## src/rtl/clk_div_bank_pkg.sv

```systemverilog
// Shared types and reset defaults for the
// clock divider bank and its channels.
package clk_div_bank_pkg;

  localparam int CNT_W_DEF    = 25;
  localparam int DEF_DIV_DEF  = 2500;
  localparam int DEF_HIGH_DEF = DEF_DIV_DEF / 2;
  localparam int CFG_W        = 32;

  typedef struct packed {
    logic [CFG_W-1:0] period;
    logic [CFG_W-1:0] high;
  } chan_cfg_t;

endpackage

```

## src/rtl/clk_div_chan.sv

```systemverilog
// One divider channel: counter, shadow config
// and high-time compare.
module clk_div_chan
  import clk_div_bank_pkg::*;
#(
  parameter int CNT_W    = CNT_W_DEF,
  parameter int DEF_DIV  = DEF_DIV_DEF,
  parameter int DEF_HIGH = DEF_DIV / 2
) (
  input  logic             clk,
  input  logic             rst,
  input  logic             en,
  input  logic             clr,
  input  logic             we,
  input  logic [CNT_W-1:0] cfg_div,
  input  logic [CNT_W-1:0] cfg_high,
  output logic             clk_out,
  output logic             tick,
  output logic             pend
);

  localparam chan_cfg_t RST_CFG = '{
    period: CFG_W'(DEF_DIV),
    high:   CFG_W'(DEF_HIGH)
  };

  chan_cfg_t        act_q, act_d;
  chan_cfg_t        sh_q, sh_d;
  logic [CNT_W-1:0] cnt_q, cnt_d;
  logic             pend_q, pend_d;
  logic             clk_q, clk_d;
  logic             tick_q, tick_d;
  logic [CFG_W-1:0] peff;
  logic [CFG_W-1:0] cnt_x;
  logic             at_end;
  logic             apply;

  always_comb begin
    peff = (act_q.period < CFG_W'(2)) ? CFG_W'(2)
                                      : act_q.period;
    cnt_x = CFG_W'(cnt_q);
    // >= so a shorter period loaded while frozen still wraps
    at_end = en && (cnt_x >= peff - CFG_W'(1));
    apply  = pend_q && (clr || !en || at_end);

    cnt_d  = cnt_q;
    clk_d  = clk_q;
    tick_d = 1'b0;
    act_d  = act_q;
    sh_d   = sh_q;
    pend_d = pend_q;

    if (clr) begin
      cnt_d = '0;
      clk_d = 1'b0;
    end else if (en) begin
      clk_d  = cnt_x < act_q.high;
      tick_d = at_end;
      cnt_d  = at_end ? '0 : cnt_q + CNT_W'(1);
    end

    if (apply) begin
      act_d  = sh_q;
      pend_d = 1'b0;
    end

    if (we) begin
      sh_d = '{
        period: CFG_W'(cfg_div),
        high:   CFG_W'(cfg_high)
      };
      pend_d = 1'b1;
    end
  end

  always_ff @(posedge clk or posedge rst) begin
    if (rst) begin
      cnt_q  <= '0;
      clk_q  <= 1'b0;
      tick_q <= 1'b0;
      pend_q <= 1'b0;
      act_q  <= RST_CFG;
      sh_q   <= RST_CFG;
    end else begin
      cnt_q  <= cnt_d;
      clk_q  <= clk_d;
      tick_q <= tick_d;
      pend_q <= pend_d;
      act_q  <= act_d;
      sh_q   <= sh_d;
    end
  end

  assign clk_out = clk_q;
  assign tick    = tick_q;
  assign pend    = pend_q;

endmodule

```

## src/rtl/clk_div_bank.sv

```systemverilog
// Bank of N_CH independent programmable clock
// dividers sharing one config write port.
module clk_div_bank
  import clk_div_bank_pkg::*;
#(
  parameter int N_CH     = 4,
  parameter int CNT_W    = CNT_W_DEF,
  parameter int DEF_DIV  = DEF_DIV_DEF,
  parameter int DEF_HIGH = DEF_DIV / 2,
  localparam int CH_W    = (N_CH > 1) ? $clog2(N_CH) : 1
) (
  input  logic             clk,
  input  logic             rst,
  input  logic [N_CH-1:0]  en,
  input  logic [N_CH-1:0]  clr,
  input  logic             cfg_we,
  input  logic [CH_W-1:0]  cfg_ch,
  input  logic [CNT_W-1:0] cfg_div,
  input  logic [CNT_W-1:0] cfg_high,
  output logic [N_CH-1:0]  clk_out,
  output logic [N_CH-1:0]  tick,
  output logic [N_CH-1:0]  cfg_pend
);

  logic [N_CH-1:0] we_ch;

  // cfg_ch values with no matching channel select nothing
  for (genvar i = 0; i < N_CH; i++) begin : g_ch
    assign we_ch[i] = cfg_we && (cfg_ch == CH_W'(i));

    clk_div_chan #(
      .CNT_W   (CNT_W),
      .DEF_DIV (DEF_DIV),
      .DEF_HIGH(DEF_HIGH)
    ) u_chan (
      .clk     (clk),
      .rst     (rst),
      .en      (en[i]),
      .clr     (clr[i]),
      .we      (we_ch[i]),
      .cfg_div (cfg_div),
      .cfg_high(cfg_high),
      .clk_out (clk_out[i]),
      .tick    (tick[i]),
      .pend    (cfg_pend[i])
    );
  end

endmodule

```

## config.mk

```make
export PLATFORM = sky130hd
export DESIGN_NAME = clk_div_bank
export DESIGN_NICKNAME = d
export VERILOG_FILES = /design/src/rtl/clk_div_bank_pkg.sv /design/src/rtl/clk_div_chan.sv /design/src/rtl/clk_div_bank.sv
export SDC_FILE = /design/constraint.sdc
export NUM_CORES = 1
export LEC_CHECK = 0
export CORE_AREA = 2 2 237 239
export DETAILED_ROUTE_END_ITERATION = 10
export DIE_AREA = 0 0 239 241
export PLACE_DENSITY = 0.69
export SLEW_MARGIN = 20
export SYNTH_ARGS = -nofsm -noshare
export SYNTH_HDL_FRONTEND = slang
export SYNTH_SLANG_ARGS = --single-unit
```

## constraint.sdc

```tcl
create_clock -name clk -period 15.3 [get_ports clk]
set_input_delay 2.295 -clock clk [delete_from_list [all_inputs] [get_ports clk]]
set_output_delay 2.295 -clock clk [all_outputs]
set_load 0.02 [all_outputs]
```

### After elaboration in Yosys (flattened, before gate mapping)

Index checks and enable logic that the tools add are counted.

* bits in registers: 512
* input bits: 63
* output and inout bits: 12
* logic and storage cells: 128

* add/sub/neg operators: 8
* $lt $le $gt $ge: 12
* equality and inequality tests: 3
* muxes and demuxes: 40
* reduce and logical (&&, ||, !) cells: 33

Operator list (number)
* 2-to-1 mux 25 bit: 16
* greater-or-equal comparator 25 x 32 -> 1 bit: 4
* subtractor 32 x 1 -> 32 bit, second input constant: 4
* adder 25 x 1 -> 25 bit, second input constant: 4
* less-than comparator 25 x 2 -> 1 bit, second input constant: 4
* less-than comparator 25 bit: 4
* 2-to-1 mux 1 bit: 24
* nonzero test 2 bit: 8
* logical AND 1 bit: 12
* logical OR 1 bit: 8
* == test 2 bit, second input constant: 2
* zero test 1 bit: 4
* == test 2 x 1 -> 1 bit, second input constant: 1
* zero test 2 bit: 1

### Longest topological paths before layout

* depth in word-level cells: 9
* depth in mapped cells: 23
* mapped depth without buffers: 20

### Hierarchy

Synthesis repeated with hierarchy kept, for this count alone.

* cells, all modules: 2464
* area, all modules: 28324.7 um^2

By module, submodules not included
* clk_div_chan (g_ch[0].u_chan ...): instances 3, cells each 613, area an instance 7031.7 um^2, seq. area each 3228.1 um^2
* clk_div_chan (g_ch[1].u_chan): instances 1, cells each 621, area an instance 7191.9 um^2, seq. area each 3228.1 um^2
* clk_div_bank: instances 1, cells each 4, area an instance 37.5 um^2, seq. area each 0.0 um^2

### Least setup slack after synthesis

OpenSTA, ideal clock, no wires.

* path kind: register -> register
* start: reg g_ch[1].u_chan.act_q[50] (netlist bit)
* end: reg g_ch[1].u_chan.act_q[51] (netlist bit)
* arrival time: 5.128 ns
* setup slack: 10.047 ns
* cell stages (with the launch flop): 19
* path buffers: 1
* cells stage by stage: dfrtp_1 or4_4 or4_1 nor3_1 nand2b_1 ha_1 nand3_1 or3_1 nor3_1 xnor2_1 ha_1 nand4_1 or3_1 or2_2 o22ai_1 o41ai_2 a21oi_2 buf_2 mux2_2

* word-level cells in the longest chain between the ends: 7

Ends and longest elaborated chain
* start: declaration: RTL line clk_div_chan.sv:27 `chan_cfg_t act_q, act_d;`
* start signal: assignment: RTL line clk_div_chan.sv:89 `act_q <= act_d;`
* less-than comparator 25 x 2 -> 1 bit: RTL line clk_div_chan.sv:39 `peff = (act_q.period < CFG_W'(2)) ? CFG_W'(2)`
* 2-to-1 mux 25 bit (*): RTL line clk_div_chan.sv:39
* subtractor 32 x 1 -> 32 bit (*): RTL line clk_div_chan.sv:43 `at_end = en && (cnt_x >= peff - CFG_W'(1));`
* greater-or-equal comparator 25 x 32 -> 1 bit (*): RTL line clk_div_chan.sv:43
* logical AND 1 bit (*): RTL line clk_div_chan.sv:43
* logical OR 1 bit (*): RTL line clk_div_chan.sv:44 `apply = pend_q && (clr || !en || at_end);`
* logical AND 1 bit (*): RTL line clk_div_chan.sv:44

Mark *: on every way between the ends. The rest lies on a longest branch, timed or not.
A chain may end at the register's enable or synchronous reset.

### Worst setup path in the final report

* start: reg g_ch[1].u_chan.act_q[50] (netlist bit)
* end: reg g_ch[1].u_chan.act_q[32] (netlist bit)

The elaborated chain is that of the path after synthesis.

==> out/results.txt <==
Row Count -> 86
Startpoint types -> flip-flop
Nets -> 2,728
DRT antenna net count -> 0
Tmin final -> 6.81 ns
Worst Setup Path Type -> reg -> reg
RSZ-0062 raised after global routing -> false
Worst Path Required -> 15.77 ns
Least-Margin Pin Slew -> 1.07 ns
Static Leak -> 13.4 nW
VDD IR-drop max -> 0.0778 mV
Core Footprint -> 54,900 sq um
Initial antenna violation count -> 11
Clk Latency, worst-skew pair -> 0.61 ns
Vert. Die Dim -> 241 microns
Setup crit end kind -> flip-flop
Outcome -> finished, final reports clean
Clk root buf -> clkbuf_16
Post-cts sizing count -> 0
Final core utilization -> 0.558
Min Hold Slack -> 0.482 ns
Largest net degree at the start of global routing -> 84
Routed via count -> 18,800
Final period util -> 0.445
Vias per cell -> 5.87
Synth Instances -> 2,389
1st-iter DRT viols -> 1,258
Gr busiest metal -> met2
Share of the synthesized area in the top cell type -> 0.398
Clock sink count -> 512
Final setup viols -> 0
Clock Path Buffers -> 3
#FFs+latches synth -> 512
Grt met3 use -> 0.0268
Overall routing resource usage -> 0.240
Die area -> 57,600 sq um
Avg Inst Size Synth -> 11.4 sq um
Hold Fails Final Rpt -> 0
Dpl hpwl -> 47,900 microns
IO Port Bufs -> 74
EDFF count, synth -> 0
Area grow syn2layout -> 12.6%
Synth Cell Area -> 27,200 sq um
CTS HTree Levels -> 2
Gpl congestion -> 0.894
Final WL -> 67,500 microns
Drt pass-1 iters -> 5
Nets in the synthesized netlist -> 2,656
Starting Density -> 0.496
YS warnings -> 0
Die W -> 239 microns
Routed wire per std cell -> 21.0 microns
Netlist cell types -> 75
Sum Neg Setup Slack -> 0 ns
Gr ovfl total -> 0
Maximum clock frequency -> 147 MHz
Total CTS buffers -> 53
Slew Limit Fails -> 0
Sequential share of the synthesized area -> 0.475
Area leader, netlist -> dfrtp_1
Hold buffers post-CTS -> 0
Synth top cells by count -> 432 x dfrtp_1, 306 x mux2_2, 204 x ha_1, 140 x nor2_1, 139 x inv_1
Io pins -> 75
Critical Path AT -> 7.28 ns
Number of global-route vias before repair -> 19,300
CTS tree -> done
Synth area leaders -> dfrtp_1 40%, mux2_2 13%, ha_1 9.4%, dfstp_2 7.7%, mux2_1 3.9%
Ys async rst share -> 1.00
Pwr Density -> 146 nW/um^2
Critical path peak fanout -> 28
Most common cell in the netlist -> dfrtp_1
First-pass GRT wire length -> 107,000 microns
Met1 Use GR -> 0.314
Clock Skews -> 0.0213 ns
Filler cells -> 4,542
Drt drc -> 0
Layout cells sized above 1 -> 0.208
Post-CTS setup buffer count -> 0
Worst-path clk slew -> 0.06 ns
GR met2 Demand/Resource -> 0.409
Primary FF master, synth -> dfrtp_1
Slew headroom -> 0.284
MaxCap Viol Count -> 0
Hold Path Class -> reg -> reg
==> flip-flops by register name, summed over array words and instances, names as in the netlist <==
register,flops
g_ch.u_chan.clk_out,4
g_ch.u_chan.act_q,200
g_ch.u_chan.cnt_q,100
g_ch.u_chan.pend,4
g_ch.u_chan.tick,4
g_ch.u_chan.sh_q,200
==> routing by layer <==
metal | vias up | wire length (microns)
li1 | 8750 | -
met1 | 9487 | 29100
met2 | 482 | 32600
met3 | 126 | 3060
met4 | 0 | 2750
met5 | - | 0
==> cell families after synthesis <==
logic type / after synthesis / synth area share
compound gates: 299 / 0.0731
xor+xnor: 141 / 0.0454
fa+ha+maj: 204 / 0.0939
buf+inv: 219 / 0.0329
flops: 512 / 0.475
mux: 403 / 0.167
simple gates: 611 / 0.113
==> report_power, final <==
group          switching, mW  leakage (nW)  internal (mW)
combinational          0.503          6.26          0.520
clock                  0.560         0.931          0.863
sequential             0.279          6.20           1.74
total                   1.34          13.4           3.12
==> worst paths after layout <==
path,start,end,slack [ns],cells after the start
worst max register to register,g_ch[1].u_chan.act_q[50],g_ch[1].u_chan.act_q[32],8.49,19
max in group asynchronous,rst,g_ch[1].u_chan.sh_q[1],10.43,6
worst min register to register,g_ch[2].u_chan.act_q[19],g_ch[2].u_chan.act_q[19],0.48,1
worst max-delay path,g_ch[1].u_chan.act_q[50],g_ch[1].u_chan.act_q[32],8.49,19
worst min-delay path,g_ch[2].u_chan.act_q[19],g_ch[2].u_chan.act_q[19],0.48,1
min in group asynchronous,rst,g_ch[2].u_chan.sh_q[50],2.02,2
==> worst max-delay path: stages (launching register included) <==
cell and delay (ns):
dfrtp_1 0.44, or4_4 0.58, or4_1 0.57, nor3_1 0.44, nand2b_1 0.20, ha_1 0.22
nand3_1 0.22, or3_1 0.51, nor3_1 0.19, xnor2_1 0.11, ha_1 0.28, nand4_1 0.12
or3_1 0.41, or2_2 0.30, o22ai_1 0.21, o41ai_4 0.08, buf_4 0.24, a21oi_4 0.68
buf_4 0.49, mux2_1 0.37
==> per-stage QoR <==
stage	worst slack (ns)	instance area (sq um)	power [mW]	cells
final	8.49	30600	4.46	3210
after global routing	8.03	30600	4.72	3209
after CTS	8.49	30600	4.49	3208
after detailed placement	8.53	28700	3.06	3109
after global placement	8.65	28600	2.98	3109
after floorplan	6.12	27200	2.73	2389
==> cell type report <==
type,count,area [sq um],share of cell area
Clock buffer,76,1520,0.0498
Tap cell,704,881,0.0288
Clock inverter,23,399,0.0130
Inverter,140,529,0.0173
Sequential cell,512,12900,0.422
Timing Repair Buffer,96,926,0.0302
Multi-Input combinational cell,1658,13400,0.439
Antenna cell,1,2.50,0.0000817
==> cells in the final DEF (no fill, tap or decap), types with 14 or more instances in the layout <==
cell type        Yosys  final
a21oi_1             55     55
o21ai_0             72     72
dfrtp_1            432    432
nor4_1              30     29
xnor2_1             70     70
a211oi_1            29     29
xor2_1              71     71
a21o_1              30     30
mux2_1              94     94
nand2_1            138    138
clkbuf_16            0     54
nand4_1             58     58
o32ai_1             14     14
clkdlybuf4s50_1      0     74
nand2b_1            17     17
or3_1               25     25
ha_1               204    204
nor2_1             140    139
nor2b_1             14     14
and2_1              15     15
nor3_1              50     50
mux2_2             306    306
dfstp_2             80     80
inv_1              139    138
nand3_1             56     55
and3_1              17     17
buf_4               12     21
(Power assumes the default switching activity.)
